`config.mk`:
```
export PLATFORM = sky130hd
export DESIGN_NAME = bresenham_line_drawer
export DESIGN_NICKNAME = d
export VERILOG_FILES = /design/src/rtl/bresenham_line_drawer_pkg.sv /design/src/rtl/bresenham_line_drawer.sv
export SDC_FILE = /design/constraint.sdc
export NUM_CORES = 1
export LEC_CHECK = 0
export CORE_ASPECT_RATIO = 0.9
export CORE_MARGIN = 3
export CORE_UTILIZATION = 50
export CTS_CLUSTER_SIZE = 24
export DETAILED_ROUTE_END_ITERATION = 7
export GPL_TIMING_DRIVEN = 0
export PLACE_DENSITY = 0.74
export SETUP_SLACK_MARGIN = 0.2
export SLEW_MARGIN = 30
export SYNTH_ARGS = -nofsm -noshare
export SYNTH_HDL_FRONTEND = slang
export SYNTH_SLANG_ARGS = --single-unit
```
`constraint.sdc`:
```
create_clock -name clk -period 11.2 [get_ports clk]
set_clock_uncertainty 0.2 [all_clocks]
set_input_delay 2.8 -clock clk [delete_from_list [all_inputs] [get_ports clk]]
set_output_delay 2.8 -clock clk [all_outputs]
set_load 0.01 [all_outputs]
```
`src/rtl/bresenham_line_drawer_pkg.sv`:
```
// Shared line-drawing definitions: screen geometry, coordinate/error widths and FSM states.
// Also used by the ADC conversion block and the framebuffer.
package bresenham_line_drawer_pkg;

    localparam int COORD_W       = 10;
    localparam int ERR_W         = 12;
    localparam int SCREEN_WIDTH  = 640;
    localparam int SCREEN_HEIGHT = 480;

    typedef logic [COORD_W-1:0]      coord_t;
    typedef logic signed [ERR_W-1:0] err_t;

    typedef enum logic [1:0] {
        IDLE  = 2'd0,
        SETUP = 2'd1,
        PLOT  = 2'd2,
        DONE  = 2'd3
    } line_state_t;

    function automatic coord_t abs_diff(input coord_t a, input coord_t b);
        return (a >= b) ? coord_t'(a - b) : coord_t'(b - a);
    endfunction

endpackage

```
`src/rtl/bresenham_line_drawer.sv`:
```
// Integer Bresenham line rasteriser that issues one framebuffer pixel write per accepted cycle.
// Define LINE_CLIP_EN to suppress writes outside the 640x480 screen.
module bresenham_line_drawer
    import bresenham_line_drawer_pkg::*;
(
    input  logic               clk,
    input  logic               reset_n,
    input  logic               bressenham_start,
    input  logic [COORD_W-1:0] x0,
    input  logic [COORD_W-1:0] y0,
    input  logic [COORD_W-1:0] x1,
    input  logic [COORD_W-1:0] y1,
    output logic               bressenham_done,
    output logic               busy,
    output logic               pix_we,
    output logic [COORD_W-1:0] pix_x,
    output logic [COORD_W-1:0] pix_y,
    input  logic               pix_ready
);

    line_state_t state, state_next;

    coord_t lat_x0, lat_y0, end_x, end_y;
    coord_t cur_x, cur_y;
    err_t   dx, dy, err;
    logic   sx_neg, sy_neg;

    err_t                   setup_dx, setup_dy;
    logic signed [ERR_W:0]  e2, dx_ext, dy_ext;
    logic                   step_x, step_y, at_end, advance;
    err_t                   dx_term, dy_term, err_next;
    coord_t                 cur_x_next, cur_y_next;

    assign setup_dx = err_t'(abs_diff(end_x, lat_x0));
    assign setup_dy = -err_t'(abs_diff(end_y, lat_y0));

    // e2 is one bit wider than err so 2*err never wraps.
    assign e2     = {err, 1'b0};
    assign dx_ext = {dx[ERR_W-1], dx};
    assign dy_ext = {dy[ERR_W-1], dy};

    assign step_x   = (e2 >= dy_ext);
    assign step_y   = (e2 <= dx_ext);
    assign dy_term  = step_x ? dy : err_t'(0);
    assign dx_term  = step_y ? dx : err_t'(0);
    assign err_next = err + dy_term + dx_term;

    assign cur_x_next = !step_x ? cur_x : (sx_neg ? cur_x - 1'b1 : cur_x + 1'b1);
    assign cur_y_next = !step_y ? cur_y : (sy_neg ? cur_y - 1'b1 : cur_y + 1'b1);
    assign at_end     = (cur_x == end_x) && (cur_y == end_y);

`ifdef LINE_CLIP_EN
    logic plot_visible;

    assign plot_visible = (cur_x < coord_t'(SCREEN_WIDTH)) && (cur_y < coord_t'(SCREEN_HEIGHT));
    assign pix_we       = (state == PLOT) && plot_visible;
    // Off-screen pixels are skipped without waiting on the framebuffer.
    assign advance      = (state == PLOT) && (pix_ready || !plot_visible);
`else
    assign pix_we  = (state == PLOT);
    assign advance = pix_we && pix_ready;
`endif

    assign pix_x           = cur_x;
    assign pix_y           = cur_y;
    assign busy            = (state != IDLE);
    assign bressenham_done = (state == DONE);

    // NOTE: every signal assigned in always_comb gets a default first, so no path can infer a latch.
    always_comb begin
        state_next = state;
        case (state)
            IDLE:    if (bressenham_start) state_next = SETUP;
            SETUP:   state_next = PLOT;
            PLOT:    if (advance && at_end) state_next = DONE;
            DONE:    state_next = IDLE;
            default: state_next = IDLE;
        endcase
    end

    // NOTE: sequential state uses non-blocking assignments so all registers update from pre-edge values.
    always_ff @(posedge clk or negedge reset_n) begin
        if (!reset_n) state <= IDLE;
        else          state <= state_next;
    end

    // NOTE: every datapath register is async-reset to zero; an interrupted line leaves nothing behind.
    always_ff @(posedge clk or negedge reset_n) begin
        if (!reset_n) begin
            lat_x0 <= '0;
            lat_y0 <= '0;
            end_x  <= '0;
            end_y  <= '0;
            cur_x  <= '0;
            cur_y  <= '0;
            dx     <= '0;
            dy     <= '0;
            err    <= '0;
            sx_neg <= 1'b0;
            sy_neg <= 1'b0;
        end else begin
            case (state)
                IDLE: begin
                    if (bressenham_start) begin
                        lat_x0 <= x0;
                        lat_y0 <= y0;
                        end_x  <= x1;
                        end_y  <= y1;
                    end
                end
                SETUP: begin
                    dx     <= setup_dx;
                    dy     <= setup_dy;
                    err    <= setup_dx + setup_dy;
                    sx_neg <= (end_x < lat_x0);
                    sy_neg <= (end_y < lat_y0);
                    cur_x  <= lat_x0;
                    cur_y  <= lat_y0;
                end
                PLOT: begin
                    if (advance && !at_end) begin
                        err   <= err_next;
                        cur_x <= cur_x_next;
                        cur_y <= cur_y_next;
                    end
                end
                default: ;
            endcase
        end
    end

endmodule

```
=== Word-level counts from Yosys, hierarchy flattened ===
Index checks and enable logic that the tools add are counted.

* Register bits after elaboration: 98
* Input bits: 44
* Output and inout bits: 23
* Word-level logic and storage cells: 70

* $add $sub $neg: 12
* $lt $le $gt $ge: 6
* Equal/unequal tests: 10
* Multiplexer cells: 17
* Reductions and logical operators: 13

{| class="wikitable"
|+ Operators with widths
! cell !! count
|-
| two-way mux 10 bit || 9
|-
| case mux 10 bit (2 select lines) || 2
|-
| subtractor 10 bit || 4
|-
| two-way mux 12 bit || 2
|-
| case mux 12 bit (2 select lines) || 1
|-
| adder 10 x 1 -> 10 bit, second input constant || 2
|-
| == test 10 bit || 2
|-
| greater-or-equal comparator 10 bit || 2
|-
| less-than comparator 10 bit || 2
|-
| subtractor 10 x 1 -> 10 bit, second input constant || 2
|-
| greater-or-equal comparator 13 x 12 -> 1 bit || 1
|-
| <= comparator 13 x 11 -> 1 bit || 1
|-
| adder 11 x 12 -> 12 bit || 1
|-
| adder 12 x 11 -> 12 bit || 1
|-
| adder 12 bit || 1
|-
| negation 10 -> 12 bit || 1
|-
| inequality test 2 x 1 -> 1 bit, second input constant || 4
|-
| case mux 2 bit (4 select lines) || 1
|-
| AND reduction 2 bit || 3
|-
| AND reduction 3 bit || 2
|-
| == test 2 bit, second input constant || 2
|-
| logical AND 1 bit || 4
|-
| two-way mux 2 bit || 2
|-
| nonzero test 2 bit || 2
|-
| other kinds (4) || 4
|}

=== Logic depth before layout (Yosys ltp) ===
* Depth after elaboration: 6
* Gate-level depth with buffers: 27
* Depth with buffers taken out: 26

=== Worst setup path after synthesis ===
OpenSTA, ideal clock, no wires.

* Path kind: reg2reg
* Start point: register end_y[0]
* End point: register err[9]
* Arrival: 4.708 ns
* Slack: 6.171 ns
* Cell stages (with the launch flop): 21
* Buffers on the path: 1
* Cells stage by stage: dfrtp_1 > inv_1 > ha_1 > inv_1 > fa_1 > a21o_1 > a221o_1 > a211oi_2 > buf_6 > mux2_2 > mux2i_1 > nand4_1 > nor2_1 > xor2_1 > ha_1 > a21o_1 > a31oi_1 > nand2_1 > or4_1 > nand4_1 > o21ai_1

* Elaborated cells on any way between the ends: 13
* Those cells by class: 4 x add/sub; 1 x order compare; 2 x eq/ne; 2 x mux; 4 x reduce/logical

{| class="wikitable"
|+ RTL lines
! item !! line !! text
|-
| start: declaration || bresenham_line_drawer.sv:23 || <nowiki>coord_t lat_x0, lat_y0, end_x, end_y;</nowiki>
|-
| start signal: assignment || bresenham_line_drawer.sv:108 || <nowiki>end_y <= y1;</nowiki>
|-
| subtractor 10 bit or greater-or-equal comparator 10 bit (tied branches) || bresenham_line_drawer_pkg.sv:21 || <nowiki>return (a >= b) ? coord_t'(a - b) : coord_t'(b - a);</nowiki>
|-
| two-way mux 10 bit * || bresenham_line_drawer_pkg.sv:21 ||
|-
| negation 10 -> 12 bit * || bresenham_line_drawer.sv:35 || <nowiki>assign setup_dy = -err_t'(abs_diff(end_y, lat_y0));</nowiki>
|-
| via setup_dy[8] || bresenham_line_drawer.sv:28 || <nowiki>err_t setup_dx, setup_dy;</nowiki>
|-
| adder 11 x 12 -> 12 bit * || bresenham_line_drawer.sv:114 || <nowiki>err <= setup_dx + setup_dy;</nowiki>
|-
| case mux 12 bit (2 select lines) * || bresenham_line_drawer.sv:102 || <nowiki>case (state)</nowiki>
|-
| end signal: assignment || bresenham_line_drawer.sv:114 ||
|-
| end signal: assignment || bresenham_line_drawer.sv:122 || <nowiki>err <= err_next;</nowiki>
|-
| end: declaration || bresenham_line_drawer.sv:25 || <nowiki>err_t dx, dy, err;</nowiki>
|}

The timed path passes the listed nets; every way through them passes the cells marked *.
A chain may end at the register's enable or synchronous reset.

=== Final worst setup path ===
* Start point: register dx[1]
* End point: register err[11]

* Word-level cells in the longest chain between the ends: 5

{| class="wikitable"
|+ Ends and longest elaborated chain
! item !! line !! text
|-
| start: declaration || bresenham_line_drawer.sv:25 ||
|-
| start signal: assignment || bresenham_line_drawer.sv:112 || <nowiki>dx <= setup_dx;</nowiki>
|-
| <= comparator 13 x 11 -> 1 bit || bresenham_line_drawer.sv:43 || <nowiki>assign step_y = (e2 <= dx_ext);</nowiki>
|-
| two-way mux 10 bit * || bresenham_line_drawer.sv:45 || <nowiki>assign dx_term = step_y ? dx : err_t'(0);</nowiki>
|-
| adder 12 x 11 -> 12 bit * || bresenham_line_drawer.sv:46 || <nowiki>assign err_next = err + dy_term + dx_term;</nowiki>
|-
| two-way mux 12 bit * || bresenham_line_drawer.sv:121 || <nowiki>if (advance && !at_end) begin</nowiki>
|-
| case mux 12 bit (2 select lines) * || bresenham_line_drawer.sv:102 ||
|}

Mark *: on every way between the ends. The rest lies on a longest branch, timed or not. The select of a mux whose other input is x is not followed.

==> run summary <==
Fill cells -> 1456
Post-Synthesis Cell Area -> 8650 sq um
area grow syn2layout -> 14.7%
post-synth top area cell -> dfrtp_1
share of layout cells above drive strength 1 -> 8.42%
final-report setup violation count -> 0
Max Slew Vio Count -> 0
Final Hold Vio Count -> 0
Row Count -> 44
status -> complete, no violations
global route overflow -> 0
Worst path max stage delay -> 660 ps
Top Family by Delay on Critical Path -> compound AO/OA/AOI/OAI gates
setup TNS -> 0 ps
Required @ worst endpoint -> 11250 ps
via count -> 7441
initial drt markers -> 450
YS warnings -> 0
# diodes -> 0
f_max -> 151 MHz
Critical-path top delay cell -> o21ai_0
antenna violations before repair -> 0
Sink Count -> 98
dominant synthesized flop cell -> dfrtp_1
drt pass-1 iters -> 5
post-route ant nets -> 0
Hold-fix buffers, CTS -> 0
most common cell after layout, fill and taps aside -> inv_1
Unique masters post-synth -> 65
relative slew slack -> 38.2%
Crit Path Max Fanout -> 10
GRT Resource Usage Total -> 25.7%
clk buf depth -> 2
post-synth top area share -> 28.4%
fin area -> 9920 sq um
number of flops mapped to enable cells by yosys -> 0
height of the die -> 131 um
Seq cells post-synth -> 98
I/O Buffers -> 66
RSZ-0062 raised after global routing -> no
Setup crit end kind -> register
synthesized area per cell -> 8.98 sq um
actual slew at the worst max-slew pin -> 921 ps
commonest cells after routing, fill and taps aside -> 108 x inv_1, 102 x ha_1, 98 x dfrtp_1
first-pass GRT wire length -> 37600 um
TritonCTS Buffers -> 9
Post-Syn Instances -> 963
Core Area -> 16500 sq um
vias in the first global route -> 7299
minimum clock period -> 6610 ps
die width -> 145 um
largest cells by area after synthesis -> dfrtp_1 28%, ha_1 15%, mux2_2 7.3%, inv_1 4.7%, o21ai_0 4.2%
Max-cap violations -> 0
final core utilization -> 60.1%
Placer Congestion -> 0.933
Reg clk slew, reported paths -> 80 ps
post-synthesis async set-or-reset flop share -> 100%
Mapped Nets -> 1127
worst skew pair latency -> 360 ps
Layout Nets -> 1205
dpl hpwl -> 18400 um
Worst Hold Class -> register to register
# DRC -> 0
vias per cell -> 5.94
Ports -> 67
routed wire length per instance -> 18.6 um
post-CTS sizing -> 0
Final period util -> 59.1%
Worst setup SP type -> register
final wirelength -> 23300 um
initial core utilization -> 52.4%
post-synthesis sequential area ratio -> 28.4%
CTS tree -> done
largest net degree at the start of global routing -> 55
crit path DAT -> 6660 ps
post-CTS setup buffer count -> 0
root buf cell -> clkbuf_16
Crit path buffers/inverters -> 4
die footprint -> 18900 sq um
critical path class -> register to register
placed cell areas -> 9600 sq um
H-tree depth -> 3
-- kinds of logic after synthesis --
kind of cell,Yosys count,synth area share [%]
and+or+nand+nor,234,13.5
DFF,98,28.4
adders and majority gates,120,18.9
xor gates and xnor gates,61,6.18
muxes,76,9.61
buffers and inverters,139,6.25
AOI/OAI and AO/OA,235,17.2
-- cell usage after synthesis (all sizes together) (2+ instances only) --
| master | n |
|---|---|
| and3 | 3 |
| or2b | 2 |
| a211o | 5 |
| o31ai | 4 |
| a31oi | 6 |
| xnor2 | 39 |
| or3 | 5 |
| a2111oi | 4 |
| o21bai | 5 |
| nand2 | 78 |
| fa | 18 |
| o21a | 7 |
| nand2b | 9 |
| a211oi | 5 |
| o2111ai | 2 |
| a21o | 32 |
| nor3b | 2 |
| or4 | 3 |
| nor4 | 7 |
| nand3 | 15 |
| o21ai | 78 |
| nor2b | 11 |
| o31a | 2 |
| inv | 108 |
| a21oi | 57 |
| o211ai | 4 |
| a21boi | 6 |
| xor2 | 22 |
| clkbuf | 21 |
| a221oi | 4 |
| mux2i | 20 |
| o311ai | 2 |
| nand3b | 3 |
| nor3 | 33 |
| buf | 10 |
| nor2 | 38 |
| ha | 102 |
| nand4 | 10 |
| mux2 | 56 |
| dfrtp | 98 |
| and2 | 11 |
-- state kept, by name, indices dropped and copies added, names as in the netlist --
register  count
dy           12
err          12
dx           10
end_x        10
end_y        10
lat_x0       10
lat_y0       10
pix_x        10
pix_y        10
state         2
sx_neg        1
sy_neg        1
-- metrics by stage --
| stage | hold WS, ps | std cells | worst slack, ps |
|---|---|---|---|
| 2_1_floorplan | 279 | 963 | 6170 |
| 5_1_grt | 332 | 1252 | 4300 |
| 4_1_cts | 317 | 1252 | 4690 |
| 6_report | 317 | 1252 | 4590 |
| 3_3_place_gp | 288 | 1236 | 3210 |
| 3_5_place_dp | 300 | 1237 | 4830 |
-- cell type report --
cell class	instances	area (sq um)	area share, %
multi-input combinational	726	5650	57.0
sequential	98	2450	24.7
clock inverter	6	97.6	0.984
timing repair buffer	67	689	6.95
inverter	108	405	4.09
clock buffer	9	225	2.27
tap	207	259	2.61
buffer	31	135	1.36
-- worst paths after layout --
check	start	end	slack [ps]	depth (start not counted)
max in group asynchronous	reset_n	pix_x[8]$_DFFE_PN0P_	8000	2
setup reg to reg	dx[1]$_DFFE_PN0N_	err[11]$_DFFE_PN0P_	4590	27
hold / removal	lat_y0[9]$_DFFE_PN0P_	lat_y0[9]$_DFFE_PN0P_	320	1
min in group asynchronous	reset_n	dy[8]$_DFFE_PN0N_	2180	1
setup / recovery	dx[1]$_DFFE_PN0N_	err[11]$_DFFE_PN0P_	4590	27
hold reg to reg	lat_y0[9]$_DFFE_PN0P_	lat_y0[9]$_DFFE_PN0P_	320	1
-- layer usage --
| metal | routed length, um | GRT usage [%] |
|---|---|---|
| met5 | 0 | 0 |
| met4 | 359 | 5.87 |
| met3 | 1650 | 4.73 |
| met2 | 10600 | 40.5 |
| met1 | 10700 | 37.0 |
-- worst reg2reg max path, stage by stage, from the launching register on --
cell and delay [ps]:
dfrtp_1 370, inv_1 60, ha_1 290, nor2b_1 160, o21a_1 180, o21a_1 170, o21a_1 190, o21a_1 190
o21ai_0 240, a21oi_1 110, o21ai_0 660, buf_1 510, nand2_1 150, fa_1 400, inv_1 70, ha_1 200
inv_1 70, fa_1 380, nor2b_1 160, o21ai_0 130, a21boi_0 280, o21ai_0 160, a21oi_1 200, nand3b_1 140
o211ai_1 140, xnor2_1 290, o211ai_1 120, a211o_1 280
Power is not shown: default switching activity piles up to over one toggle a cycle in this logic, so the estimate is an artifact.
